**config.mk**
```make
export PLATFORM = sky130hd
export DESIGN_NAME = axi_lite_cmd_master
export DESIGN_NICKNAME = d
export VERILOG_FILES = /design/src/rtl/axi_lite_pkg.sv /design/src/rtl/axi_lite_wdt.sv /design/src/rtl/axi_lite_cmd_master.sv
export SDC_FILE = /design/constraint.sdc
export NUM_CORES = 1
export LEC_CHECK = 0
export BUFFER_PORTS_ARGS = -buffer_cell sky130_fd_sc_hd__buf_2
export CORE_MARGIN = 2
export CORE_UTILIZATION = 25
export DETAILED_ROUTE_END_ITERATION = 12
export GPL_ROUTABILITY_DRIVEN = 0
export GPL_TIMING_DRIVEN = 0
export HOLD_SLACK_MARGIN = 0.1
export RECOVER_POWER = 100
export SYNTH_ARGS = -nofsm -noshare
export SYNTH_HDL_FRONTEND = slang
export SYNTH_SLANG_ARGS = --single-unit
```
**constraint.sdc**
```tcl
create_clock -name aclk -period 2.57 [get_ports aclk]
set_input_delay 0.1285 -clock aclk [delete_from_list [all_inputs] [get_ports aclk]]
set_output_delay 0.1285 -clock aclk [all_outputs]
set_load 0.05 [all_outputs]
```
**src/rtl/axi_lite_pkg.sv**
```systemverilog
// Shared definitions for the AXI4-Lite command master: response codes and
// FSM state encoding.
package axi_lite_pkg;

  localparam logic [1:0] RESP_OKAY    = 2'b00;
  localparam logic [1:0] RESP_EXOKAY  = 2'b01;
  localparam logic [1:0] RESP_SLVERR  = 2'b10;
  localparam logic [1:0] RESP_DECERR  = 2'b11;
  // Locally generated code returned when the watchdog fires.
  localparam logic [1:0] RESP_TIMEOUT = 2'b11;

  localparam logic [2:0] ST_IDLE   = 3'd0;
  localparam logic [2:0] ST_WR_REQ = 3'd1;
  localparam logic [2:0] ST_WR_RSP = 3'd2;
  localparam logic [2:0] ST_RD_REQ = 3'd3;
  localparam logic [2:0] ST_RD_RSP = 3'd4;
  localparam logic [2:0] ST_RSP    = 3'd5;
  localparam logic [2:0] ST_DRAIN  = 3'd6;

  typedef enum logic [2:0] {
    IDLE   = ST_IDLE,
    WR_REQ = ST_WR_REQ,
    WR_RSP = ST_WR_RSP,
    RD_REQ = ST_RD_REQ,
    RD_RSP = ST_RD_RSP,
    RSP    = ST_RSP,
    DRAIN  = ST_DRAIN
  } state_e;

endpackage

```
**src/rtl/axi_lite_wdt.sv**
```systemverilog
// Watchdog counter: load arms and zeroes it, clr disarms it, expire is high
// in the cycle the armed count reaches LIMIT-1 (i.e. LIMIT cycles after load).
module axi_lite_wdt #(
  parameter int unsigned LIMIT = 1024
) (
  input  logic clk,
  input  logic rst_n,
  input  logic load,
  input  logic clr,
  output logic expire
);

  localparam int unsigned CW = $clog2(LIMIT);

  logic [CW-1:0] cnt_q, cnt_d;
  logic          armed_q, armed_d;

  // Next count: load wins over clear; count only while armed.
  always_comb begin
    cnt_d   = cnt_q;
    armed_d = armed_q;
    if (load) begin
      cnt_d   = '0;
      armed_d = 1'b1;
    end else if (clr) begin
      armed_d = 1'b0;
    end else if (armed_q) begin
      cnt_d = cnt_q + 1'b1;
    end
  end

  // Counter registers.
  always_ff @(posedge clk or negedge rst_n) begin
    if (!rst_n) begin
      cnt_q   <= '0;
      armed_q <= 1'b0;
    end else begin
      cnt_q   <= cnt_d;
      armed_q <= armed_d;
    end
  end

  assign expire = armed_q && (cnt_q == CW'(LIMIT - 1));

endmodule

```
**src/rtl/axi_lite_cmd_master.sv**
```systemverilog
// Single-outstanding command/response port to AXI4-Lite initiator.
// Optional watchdog with DRAIN recovery: define AXI_LITE_CMD_MASTER_TIMEOUT_EN.
module axi_lite_cmd_master
  import axi_lite_pkg::*;
#(
  parameter int unsigned TIMEOUT_CYCLES = 1024
) (
  input  logic        aclk,
  input  logic        aresetn,
  input  logic        cmd_valid,
  output logic        cmd_ready,
  input  logic        cmd_write,
  input  logic [31:0] cmd_addr,
  input  logic [31:0] cmd_wdata,
  output logic        rsp_valid,
  input  logic        rsp_ready,
  output logic        rsp_write,
  output logic [31:0] rsp_rdata,
  output logic [1:0]  rsp_resp,
  output logic [31:0] m_axi_awaddr,
  output logic        m_axi_awvalid,
  input  logic        m_axi_awready,
  output logic [31:0] m_axi_wdata,
  output logic        m_axi_wvalid,
  input  logic        m_axi_wready,
  input  logic [1:0]  m_axi_bresp,
  input  logic        m_axi_bvalid,
  output logic        m_axi_bready,
  output logic [31:0] m_axi_araddr,
  output logic        m_axi_arvalid,
  input  logic        m_axi_arready,
  input  logic [31:0] m_axi_rdata,
  input  logic [1:0]  m_axi_rresp,
  input  logic        m_axi_rvalid,
  output logic        m_axi_rready
);

  if (TIMEOUT_CYCLES < 2) begin : g_bad_timeout
    $error("TIMEOUT_CYCLES must be at least 2");
  end

  state_e      state_q, state_d;
  logic        awvalid_q, awvalid_d, wvalid_q, wvalid_d, arvalid_q, arvalid_d;
  logic        bready_q, bready_d, rready_q, rready_d;
  logic [31:0] awaddr_q, awaddr_d, wdata_q, wdata_d, araddr_q, araddr_d;
  logic        rsp_valid_q, rsp_valid_d, rsp_write_q, rsp_write_d;
  logic [31:0] rsp_rdata_q, rsp_rdata_d;
  logic [1:0]  rsp_resp_q, rsp_resp_d;
  logic        aw_pend, w_pend, resp_hs;

`ifdef AXI_LITE_CMD_MASTER_TIMEOUT_EN
  logic drain_done_q, drain_done_d;
  logic wdt_expire;

  axi_lite_wdt #(.LIMIT(TIMEOUT_CYCLES)) u_wdt (
    .clk    (aclk),
    .rst_n  (aresetn),
    .load   (state_q == IDLE && cmd_valid),
    .clr    (resp_hs || wdt_expire),
    .expire (wdt_expire)
  );
`endif

  // AW/W still outstanding after this cycle's handshakes.
  assign aw_pend = awvalid_q && !m_axi_awready;
  assign w_pend  = wvalid_q && !m_axi_wready;

  // Next-state and registered-output logic.
  always_comb begin
    state_d     = state_q;
    awvalid_d   = awvalid_q;
    wvalid_d    = wvalid_q;
    arvalid_d   = arvalid_q;
    bready_d    = bready_q;
    rready_d    = rready_q;
    awaddr_d    = awaddr_q;
    wdata_d     = wdata_q;
    araddr_d    = araddr_q;
    rsp_valid_d = rsp_valid_q;
    rsp_write_d = rsp_write_q;
    rsp_rdata_d = rsp_rdata_q;
    rsp_resp_d  = rsp_resp_q;
    resp_hs     = 1'b0;
`ifdef AXI_LITE_CMD_MASTER_TIMEOUT_EN
    drain_done_d = drain_done_q;
`endif
    case (state_q)
      IDLE: begin
        if (cmd_valid) begin
          rsp_write_d = cmd_write;
          if (cmd_write) begin
            awaddr_d  = cmd_addr;
            wdata_d   = cmd_wdata;
            awvalid_d = 1'b1;
            wvalid_d  = 1'b1;
            state_d   = WR_REQ;
          end else begin
            araddr_d  = cmd_addr;
            arvalid_d = 1'b1;
            state_d   = RD_REQ;
          end
        end
      end
      WR_REQ: begin
        awvalid_d = aw_pend;
        wvalid_d  = w_pend;
        if (!aw_pend && !w_pend) begin
          bready_d = 1'b1;
          state_d  = WR_RSP;
        end
      end
      WR_RSP: begin
        if (m_axi_bvalid) begin
          resp_hs     = 1'b1;
          bready_d    = 1'b0;
          rsp_resp_d  = m_axi_bresp;
          rsp_rdata_d = '0;
          rsp_valid_d = 1'b1;
          state_d     = RSP;
        end
      end
      RD_REQ: begin
        if (m_axi_arready) begin
          arvalid_d = 1'b0;
          rready_d  = 1'b1;
          state_d   = RD_RSP;
        end
      end
      RD_RSP: begin
        if (m_axi_rvalid) begin
          resp_hs     = 1'b1;
          rready_d    = 1'b0;
          rsp_resp_d  = m_axi_rresp;
          rsp_rdata_d = m_axi_rdata;
          rsp_valid_d = 1'b1;
          state_d     = RSP;
        end
      end
      RSP: begin
        if (rsp_ready) begin
          rsp_valid_d = 1'b0;
          state_d     = IDLE;
        end
      end
`ifdef AXI_LITE_CMD_MASTER_TIMEOUT_EN
      // Finish the abandoned AXI transaction and discard its response.
      DRAIN: begin
        if (rsp_valid_q && rsp_ready) rsp_valid_d = 1'b0;
        if (rsp_write_q) begin
          awvalid_d = aw_pend;
          wvalid_d  = w_pend;
          if (bready_q && m_axi_bvalid) begin
            bready_d     = 1'b0;
            drain_done_d = 1'b1;
          end else if (!drain_done_q && !aw_pend && !w_pend) begin
            bready_d = 1'b1;
          end
        end else begin
          if (arvalid_q && m_axi_arready) begin
            arvalid_d = 1'b0;
            rready_d  = 1'b1;
          end
          if (rready_q && m_axi_rvalid) begin
            rready_d     = 1'b0;
            drain_done_d = 1'b1;
          end
        end
        if (drain_done_d && !rsp_valid_d) state_d = IDLE;
      end
`endif
      default: state_d = IDLE;
    endcase
`ifdef AXI_LITE_CMD_MASTER_TIMEOUT_EN
    // A real response arriving in the expiry cycle takes precedence.
    if (wdt_expire && !resp_hs) begin
      rsp_valid_d  = 1'b1;
      rsp_resp_d   = RESP_TIMEOUT;
      rsp_rdata_d  = '0;
      drain_done_d = 1'b0;
      state_d      = DRAIN;
    end
`endif
  end

  // State and output registers; reset discards any in-flight transaction.
  always_ff @(posedge aclk or negedge aresetn) begin
    if (!aresetn) begin
      state_q     <= IDLE;
      awvalid_q   <= 1'b0;
      wvalid_q    <= 1'b0;
      arvalid_q   <= 1'b0;
      bready_q    <= 1'b0;
      rready_q    <= 1'b0;
      awaddr_q    <= '0;
      wdata_q     <= '0;
      araddr_q    <= '0;
      rsp_valid_q <= 1'b0;
      rsp_write_q <= 1'b0;
      rsp_rdata_q <= '0;
      rsp_resp_q  <= RESP_OKAY;
    end else begin
      state_q     <= state_d;
      awvalid_q   <= awvalid_d;
      wvalid_q    <= wvalid_d;
      arvalid_q   <= arvalid_d;
      bready_q    <= bready_d;
      rready_q    <= rready_d;
      awaddr_q    <= awaddr_d;
      wdata_q     <= wdata_d;
      araddr_q    <= araddr_d;
      rsp_valid_q <= rsp_valid_d;
      rsp_write_q <= rsp_write_d;
      rsp_rdata_q <= rsp_rdata_d;
      rsp_resp_q  <= rsp_resp_d;
    end
  end

`ifdef AXI_LITE_CMD_MASTER_TIMEOUT_EN
  // Tracks whether the late response has been absorbed in DRAIN.
  always_ff @(posedge aclk or negedge aresetn) begin
    if (!aresetn) drain_done_q <= 1'b0;
    else          drain_done_q <= drain_done_d;
  end
`endif

  assign cmd_ready     = (state_q == IDLE);
  assign rsp_valid     = rsp_valid_q;
  assign rsp_write     = rsp_write_q;
  assign rsp_rdata     = rsp_rdata_q;
  assign rsp_resp      = rsp_resp_q;
  assign m_axi_awaddr  = awaddr_q;
  assign m_axi_awvalid = awvalid_q;
  assign m_axi_wdata   = wdata_q;
  assign m_axi_wvalid  = wvalid_q;
  assign m_axi_bready  = bready_q;
  assign m_axi_araddr  = araddr_q;
  assign m_axi_arvalid = arvalid_q;
  assign m_axi_rready  = rready_q;

endmodule

```
==> flow_summary.toml, run 1 <==
[outcome]
outcome = "finished, violations left"
failed_checks = "capacitance limit, slew limit"

[grt]
track_usage_pct = 12.8
grt_max_degree = 77
number_of_global_route_vias_before_repair = 4768
grt_pass1_wl_um = 24400
global_route.overflow_total = 0
antenna_found_initial = 1

[setup_path]
crit_type = "reg -> reg"
critical_path.startpoint_type = "flip-flop"
startpoint = "state_q[2]$_DFFE_PN0P_"
cp.required_ns = 2.86
setup.worst_path.end_class = "flip-flop"
critical_path_data_arrival_time_ns = 2.65
maximum_fanout_encountered_on_the_critical_timing_path = 10
worstReg2RegStart = "state_q[2]$_DFFE_PN0P_"

[timing]
worst_pin_slew_ns = 1.92
final.period_utilization_pct = 91.7
skew_ns = 0.00604
report.final.setup_viol = 0
timing_max_transition_violations_final = 76
grt_setup_unrepaired = "false"
finalWorstSetupSlack_ns = 0.214
slew_headroom_pct = -28.0
minimum_clock_period_ns = 2.36
max_freq_mhz = 424
report.final.hold_viol_count = 0
worst_hold_slack_ns = 0.132

[routing]
detail_route.iter0.violations = 191
postRouteWirelength_um = 15700
firstDrtPassIters = 4
drc_errors = 0
average_detailed_routed_wire_length_per_instance_um = 14.6
dr_total_vias = 4468
drtAntennaViolNets = 0
vias_per_cell = 4.14

[placed_design]
pre_cts_worst_setup_slack_ns = 0.672
postPlaceCellArea_sq_um = 7430
dp_wirelength_um = 10200
port-buffer-count = 247

[clock_network]
worst_skew_pair_latency_ns = 0.41
cts_inserted_buffers = 17
number_of_clock_sinks = 140
cts_tree = "yes"
cts_post_setup_buffers_inserted = 0
clock_path_buffers = 2
clock_tree.htree_level_count = 4
clock-root-buffer = "clkbuf_16"
path_clk_slew_ns = 0.06

[min_path]
hold_class = "in -> reg"
holdCritStartpoint = "m_axi_bvalid"

[logic_synthesis]
syn_avg_cell_area_sq_um = 14.3
ys_ff_latch = 140
synth_cell_type_count = 34
synthCells = 406
yosys-top-cells-area = "dfrtp_1, mux2_2, mux2_4"
dominantRegCellSynth = "dfrtp_1"
netlist_area_sq_um = 5800
synth_top_cell_area_share_pct = 60.4
yosys_top_cell_by_area = "dfrtp_1"
synth_async_reset_ratio_pct = 100
postSynthNetCount = 516
synth_seq_area_share_pct = 60.4
ys.warnings.count = 0
synth_edf_count = 0

[layout]
finalInstanceArea_sq_um = 8800
multi_input_comb_area_sq_um = 1890
fill_cells = 2273
seqCellArea_sq_um = 3500
drive_gt1_share_pct = 28.4
nets = 890
growth_of_design_area_from_synthesis_to_finish_pct = 51.6
diodes = 0
final_core_occ_pct = 38.8

[floorplan]
floorplan.initialDensity_pct = 25.6
chipWidth_um = 156
rows = 55
floorplan.die.height_um = 156
core_sq_um = 22700
floorplan.io_pins = 248
die_area_sq_um = 24500

[job]
maxCapViolations = 1
-- registers in the layout, indices dropped and copies added (netlist names) --
signal,cells
rsp_write,1
m_axi_araddr,32
m_axi_rready,1
m_axi_awaddr,32
m_axi_wvalid,1
rsp_valid,1
m_axi_awvalid,1
state_q,3
rsp_rdata,32
rsp_resp,2
m_axi_wdata,32
m_axi_arvalid,1
m_axi_bready,1
-- placed cells by master, fill, tap and decap left out, types with 4 or more instances in the layout --
master / count
mux2_2: 64
nand3b_1: 4
nand2b_1: 4
inv_1: 34
clkbuf_2: 9
mux2i_1: 33
dfrtp_1: 140
mux2_1: 34
clkbuf_1: 145
bufinv_16: 4
clkbuf_8: 5
nand2_1: 39
buf_2: 113
clkbuf_16: 17
nor2_1: 4
dlygate4sd3_1: 107
-- stage by stage --
stage | instances | setup TNS (ns)
floorplan | 406 | 0
global placement | 938 | -110.56
detailed placement | 939 | 0
CTS | 1078 | 0
global route | 1078 | 0
finish | 1078 | 0
-- critical path, stage by stage (launching register included) --
cell	delay, ns
dfrtp_1	0.35
buf_2	0.20
nor3b_2	0.48
mux2_2	0.40
dlygate4sd3_1	0.56
mux2_2	0.26
-- path summary, 6_finish.rpt --
check                                                    to  slack (ns)  depth (start not counted)
worst max-delay path                rsp_resp[0]$_DFFE_PN0P_        0.21                          5
worst min-delay path                 state_q[1]$_DFFE_PN0P_        0.13                          3
worst max register to register      rsp_resp[0]$_DFFE_PN0P_        0.21                          5
worst min register to register        rsp_write$_DFFE_PN0P_        0.48                          2
max in group asynchronous       m_axi_wdata[10]$_DFFE_PN0P_        0.63                          2
min in group asynchronous         rsp_rdata[14]$_DFFE_PN0P_        0.77                          2
-- final cells by class --
cell class | instances | share of cell area, %
Inverter | 34 | 1.45
Clock inverter | 10 | 1.82
Timing Repair Buffer | 355 | 24.6
Buffer | 21 | 1.17
Sequential cell | 140 | 39.8
Clock buffer | 22 | 5.62
Tap cell | 285 | 4.05
Multi-Input combinational cell | 211 | 21.5
-- cell usage after synthesis, types with 2 or more instances --
master and number:
dfrtp_1 140, mux2_2 64, nand2_1 39, inv_1 34, mux2i_1 33, mux2_4 29
buf_2 9, mux2_1 8, buf_4 6, nand2b_1 4, nand3b_1 4, nor2_1 4
buf_12 3, o21ai_0 3, a21oi_1 2, a221o_1 2, a2bb2oi_1 2, a31oi_1 2
clkbuf_1 2, nand3_1 2
-- logic make-up (layout without fill, tap and decap cells) --
family | after synthesis | count (layout) | share of synthesized area (%)
AO/OA/AOI/OAI | 17 | 17 | 2.16
flip-flops | 140 | 140 | 60.4
buffers and inverters | 55 | 442 | 5.11
AND/OR/NAND/NOR | 60 | 60 | 5.22
multiplexers | 134 | 134 | 27.2
-- per-layer routing --
| metal | GRT usage, % | vias up | part of all wire (%) |
|---|---|---|---|
| met1 | 14.7 | 2180 | 43 |
| met5 | 0 | - | 0.083 |
| met4 | 4.54 | 2 | 1.9 |
| met3 | 4.46 | 21 | 5.9 |
| li1 | - | 2124 | - |
| met2 | 22.1 | 141 | 50 |
-- what timing repair did --
item / in CTS / in global routing
hold endpoints to repair: 210 / 0
hold buffers: 107 / 0
resized for setup: 0 / 0
Power of run 1 is left out: the tool's default activity adds up to more than one toggle a clock period on the data nets, which glitch-free logic cannot reach.
==> run 2, diff against run 1 <==
--- a/config.mk
+++ b/config.mk
@@ -6,6 +6,7 @@
 export NUM_CORES = 1
 export LEC_CHECK = 0
 export BUFFER_PORTS_ARGS = -buffer_cell sky130_fd_sc_hd__buf_2
+export CORE_ASPECT_RATIO = 0.6
 export CORE_MARGIN = 2
 export CORE_UTILIZATION = 25
 export DETAILED_ROUTE_END_ITERATION = 12
==> run 2 against run 1 <==
Compared with the run above: register-to-register slack lost 0.02 ns; highest routed layer is now met4; count of clock-buffer cells in the layout grew 3; critical endpoint is now rsp_resp[1]$_DFFE_PN0P_; sequential cell count is the same; the flow now finishes without violations; global-route usage grew 0.53 points; core utilization shrank 0.32 points; critical path depth is the same.
==> flow_summary.toml, run 2 (same netlist as run 1, synthesis figures left out) <==
[floorplan]
floorplan.io_pins = 248
rows = 43
die_area_sq_um = 24500
chipWidth_um = 201
floorplan.die.height_um = 122
core_sq_um = 22900
floorplan.initialDensity_pct = 25.3

[layout]
layout.cells.most_common = "clkbuf_1"
final_core_occ_pct = 38.4
drive_gt1_share_pct = 27.4
nets = 890
growth_of_design_area_from_synthesis_to_finish_pct = 51.8
fill_cells = 2312
multi_input_comb_area_sq_um = 1890
diodes = 0
seqCellArea_sq_um = 3500
mostFrequentLayoutCells = "clkbuf_1, dfrtp_1, buf_2"

[routing]
dr_total_vias = 4423
drc_errors = 0
average_detailed_routed_wire_length_per_instance_um = 14.3
detail_route.iter0.violations = 121
topRoutingLayerUsed = "met4"
firstDrtPassIters = 4
postRouteWirelength_um = 15900
wl_met2_um = 7410
vias_per_cell = 4.00
drtAntennaViolNets = 0
drt-met1-wl_um = 7240
met3_length_um = 953

[clock_network]
number_of_clock_sinks = 140
clock_path_buffers = 2
path_clk_slew_ns = 0.06
cts_post_setup_buffers_inserted = 0
worst_skew_pair_latency_ns = 0.41
cts_tree = "yes"
clock-root-buffer = "clkbuf_16"
clock_tree.htree_level_count = 4
cts_inserted_buffers = 17

[timing]
report.final.setup_viol = 0
slew_headroom_pct = 22.4
max_freq_mhz = 421
report.final.hold_viol_count = 0
final.period_utilization_pct = 92.4
worst_hold_slack_ns = 0.224
skew_ns = 0.00508
grt_setup_unrepaired = "false"
timing_max_transition_violations_final = 0
minimum_clock_period_ns = 2.37
worst_pin_slew_ns = 1.16

[setup_path]
maximum_fanout_encountered_on_the_critical_timing_path = 9
crit_type = "reg -> reg"
critical_path_data_arrival_time_ns = 2.67
setup.worst_path.end_class = "flip-flop"
cp.required_ns = 2.86
critical_path.startpoint_type = "flip-flop"
rr_worst_depth = 5

[min_path]
holdPathStages = 4
hold_class = "in -> reg"

[placed_design]
dp_wirelength_um = 10300
port-buffer-count = 247

[grt]
antenna_found_initial = 0
track_usage_pct = 13.3
grt_pass1_wl_um = 25200
grt_max_degree = 95
global_route.overflow_total = 0
number_of_global_route_vias_before_repair = 4666

[job]
maxCapViolations = 0

[outcome]
outcome = "completed"
==> run 2: layout make-up <==
class | instances | area share (%)
Multi-Input combinational cell | 211 | 21.4
Clock buffer | 25 | 5.62
Sequential cell | 140 | 39.8
Tap cell | 315 | 4.47
Clock inverter | 6 | 1.24
Timing Repair Buffer | 355 | 24.4
Buffer | 21 | 1.68
Inverter | 34 | 1.45
==> run 2: path summary, 6_finish.rpt <==
kind | start | to | slack (ns)
worst max register to register | state_q[1]$_DFFE_PN0P_ | rsp_resp[1]$_DFFE_PN0P_ | 0.20
min in group asynchronous | aresetn | m_axi_awaddr[13]$_DFFE_PN0P_ | 0.48
worst min register to register | rsp_write$_DFFE_PN0P_ | rsp_write$_DFFE_PN0P_ | 0.48
max in group asynchronous | aresetn | m_axi_wdata[3]$_DFFE_PN0P_ | 0.64
worst min-delay path | cmd_valid | rsp_write$_DFFE_PN0P_ | 0.22
worst max-delay path | state_q[1]$_DFFE_PN0P_ | rsp_resp[1]$_DFFE_PN0P_ | 0.20
==> run 2: timing repair <==
item / 4_1_cts / 5_1_grt
hold buffers: 107 / 0
resized for setup: 0 / 1
setup endpoints to repair: 0 / 2
endpoints found under the hold margin: 183 / 0
==> run 2: worst max-delay path, stage by stage (launching register included) <==
cell	delay, ns
dfrtp_1	0.35
clkbuf_1	0.22
nor3b_4	0.47
mux2_2	0.38
dlygate4sd3_1	0.55
mux2_2	0.26
==> run 2: metrics by stage <==
stage	std cells	area, sq um	TNS, ns	setup slack [ns]
after floorplan	406	5800	0	0.354
after global placement	968	7430	-105.99	-0.781
after detailed placement	969	7470	0	0.586
after CTS	1107	9140	0	0.0200
after global routing	1107	8810	0	0.0614
final	1107	8810	0	0.196
==> run 2: per-layer routing <==
| metal | track usage [%] | vias to the layer above |
|---|---|---|
| met5 | 0 | - |
| met3 | 4.47 | 16 |
| met2 | 20.9 | 157 |
| met4 | 5.00 | 0 |
| li1 | - | 2124 |
| met1 | 17.2 | 2126 |
Power of run 2 is left out for the same reason.
==> run 3, diff against run 2 <==
--- a/config.mk
+++ b/config.mk
@@ -6,7 +6,7 @@
 export NUM_CORES = 1
 export LEC_CHECK = 0
 export BUFFER_PORTS_ARGS = -buffer_cell sky130_fd_sc_hd__buf_2
-export CORE_ASPECT_RATIO = 0.6
+export CORE_ASPECT_RATIO = 2
 export CORE_MARGIN = 2
 export CORE_UTILIZATION = 25
 export DETAILED_ROUTE_END_ITERATION = 12
==> run 3 against run 2 <==
Compared with the run above: the run now ends with capacitance limit, slew limit left; global-route usage rose by 0.38 points; setup slack improved by 0.023 ns; register-to-register slack improved by 0.02 ns; via count rose by 2.5%; critical path type unchanged.
==> flow_summary.toml, run 3 (same netlist as run 1, synthesis figures left out) <==
[outcome]
outcome = "finished, violations left"
failed_checks = "capacitance limit, slew limit"

[clock_network]
worst_skew_pair_latency_ns = 0.43
number_of_clock_sinks = 140
clock_tree.htree_level_count = 4
clock-root-buffer = "clkbuf_16"
cts_inserted_buffers = 17
path_clk_slew_ns = 0.06
clock_path_buffers = 2
cts_post_setup_buffers_inserted = 0
cts_tree = "yes"

[min_path]
min_to = "rsp_write$_DFFE_PN0P_"
holdPathStages = 4
holdCritStartpoint = "cmd_valid"
hold_class = "in -> reg"

[grt]
global_route.overflow_total = 0
grt_pass1_wl_um = 26200
antenna_found_initial = 0
track_usage_pct = 13.7
grt_max_degree = 72
number_of_global_route_vias_before_repair = 5189

[placed_design]
placed_cells = 934
dp_wirelength_um = 11500
postPlaceCellArea_sq_um = 7420
port-buffer-count = 247

[layout]
layout.cells.most_common = "clkbuf_1"
seqCellArea_sq_um = 3500
diodes = 0
non_filler_instance_count_after_layout = 1073
growth_of_design_area_from_synthesis_to_finish_pct = 52.0
fill_cells = 2250
finalInstanceArea_sq_um = 8820
mostFrequentLayoutCells = "clkbuf_1, dfrtp_1, buf_2"
drive_gt1_share_pct = 28.1
multi_input_comb_area_sq_um = 1890
nets = 891

[routing]
firstDrtPassIters = 4
detail_route.iter0.violations = 144
drtAntennaViolNets = 0
average_detailed_routed_wire_length_per_instance_um = 15.2
drc_errors = 0
dr_total_vias = 4533
vias_per_cell = 4.22
postRouteWirelength_um = 16300

[setup_path]
crit_path_top_delay_cell = "or4b_1"
maximum_fanout_encountered_on_the_critical_timing_path = 10
setup.reg_to_reg.worst_slack_ns = 0.22
crit_type = "reg -> reg"
cp.required_ns = 2.87
rr_worst_depth = 5
setup.worst_path.end_class = "flip-flop"
worst_path_largest_cell_delay_ns = 0.57
worstReg2RegEnd = "m_axi_araddr[14]$_DFFE_PN0P_"
critical_path.startpoint_type = "flip-flop"
path_cells = "clkbuf_1, or4b_1, nor2_2, buf_12, mux2_1"
worstReg2RegStart = "state_q[1]$_DFFE_PN0P_"
critical_path_data_arrival_time_ns = 2.65

[floorplan]
floorplan.die.height_um = 219
floorplan.io_pins = 248
die_area_sq_um = 24500
rows = 78
floorplan.initialDensity_pct = 25.5
core_sq_um = 22700
chipWidth_um = 112

[timing]
report.final.setup_viol = 0
max_freq_mhz = 425
final.period_utilization_pct = 91.5
skew_ns = 0.0114
slew_headroom_pct = -21.1
fin_setup_tns_ns = 0
report.final.hold_viol_count = 0
timing_max_transition_violations_final = 71
minimum_clock_period_ns = 2.35
grt_setup_unrepaired = "false"
worst_pin_slew_ns = 1.82

[job]
maxCapViolations = 1
run 3: changes by cell type in the layout (fill, tap and decap cells not counted), sizes merged:
cell / delta
bufinv: +1
clkinv: +2
clkbuf: -6
dlygate4sd3: +1
clkinvlp: +2
buf: +1
run 3: how the worst max path moves through the flow:
| stage | startpoint | end | slack (ns) |
|---|---|---|---|
| finish | state_q[1]$_DFFE_PN0P_ | m_axi_araddr[14]$_DFFE_PN0P_ | 0.22 |
| global placement | aresetn | rsp_rdata[23]$_DFFE_PN0P_ | -0.76 |
| CTS | state_q[2]$_DFFE_PN0P_ | rsp_resp[1]$_DFFE_PN0P_ | 0.02 |
| detailed placement | state_q[2]$_DFFE_PN0P_ | rsp_resp[1]$_DFFE_PN0P_ | 0.58 |
| global route | state_q[1]$_DFFE_PN0P_ | m_axi_araddr[9]$_DFFE_PN0P_ | 0.07 |
| floorplan | state_q[0]$_DFFE_PN0P_ | m_axi_wdata[10]$_DFFE_PN0P_ | 0.35 |
run 3: cell type report:
cell class	instances	share of cell area, %
plain buffers	21	1.77
clock buffers	20	5.18
clock inverters	11	1.90
inverters	34	1.45
multi-input cells	211	21.4
flip-flops and latches	140	39.7
well taps	280	3.97
repair buffers	356	24.6
run 3: repair_timing:
| action | in CTS | in global routing |
|---|---|---|
| resized for setup | 0 | 1 |
| endpoints found under the setup margin | 0 | 2 |
| hold buffers | 108 | 0 |
| endpoints found under the hold margin | 207 | 0 |
run 3: stage by stage:
step | utilization (%) | setup slack [ns] | hold slack [ns]
3_3_place_gp | 32.5 | -0.761 | 0.308
5_1_grt | 38.8 | 0.0722 | 0.191
2_1_floorplan | - | 0.354 | -0.167
3_5_place_dp | 32.7 | 0.579 | 0.188
4_1_cts | 40.2 | 0.0164 | 0.185
6_report | 38.8 | 0.218 | 0.204
run 3: routing by layer:
layer / vias to the layer above / track usage, % / share of wire (%)
li1: 2120 / - / -
met1: 2213 / 13.3 / 35
met2: 167 / 25.6 / 56
met3: 33 / 3.71 / 5.2
met4: 0 / 7.98 / 3.5
met5: - / 0 / 0
run 3: worst max-delay path: cells and delay by family (launching register included):
kind                   cells  cell delay [ns]
buffers and inverters      2             0.45
muxes                      1             0.33
DFF                        1             0.36
and+or+nand+nor            2             1.07
Power of run 3 is left out for the same reason.
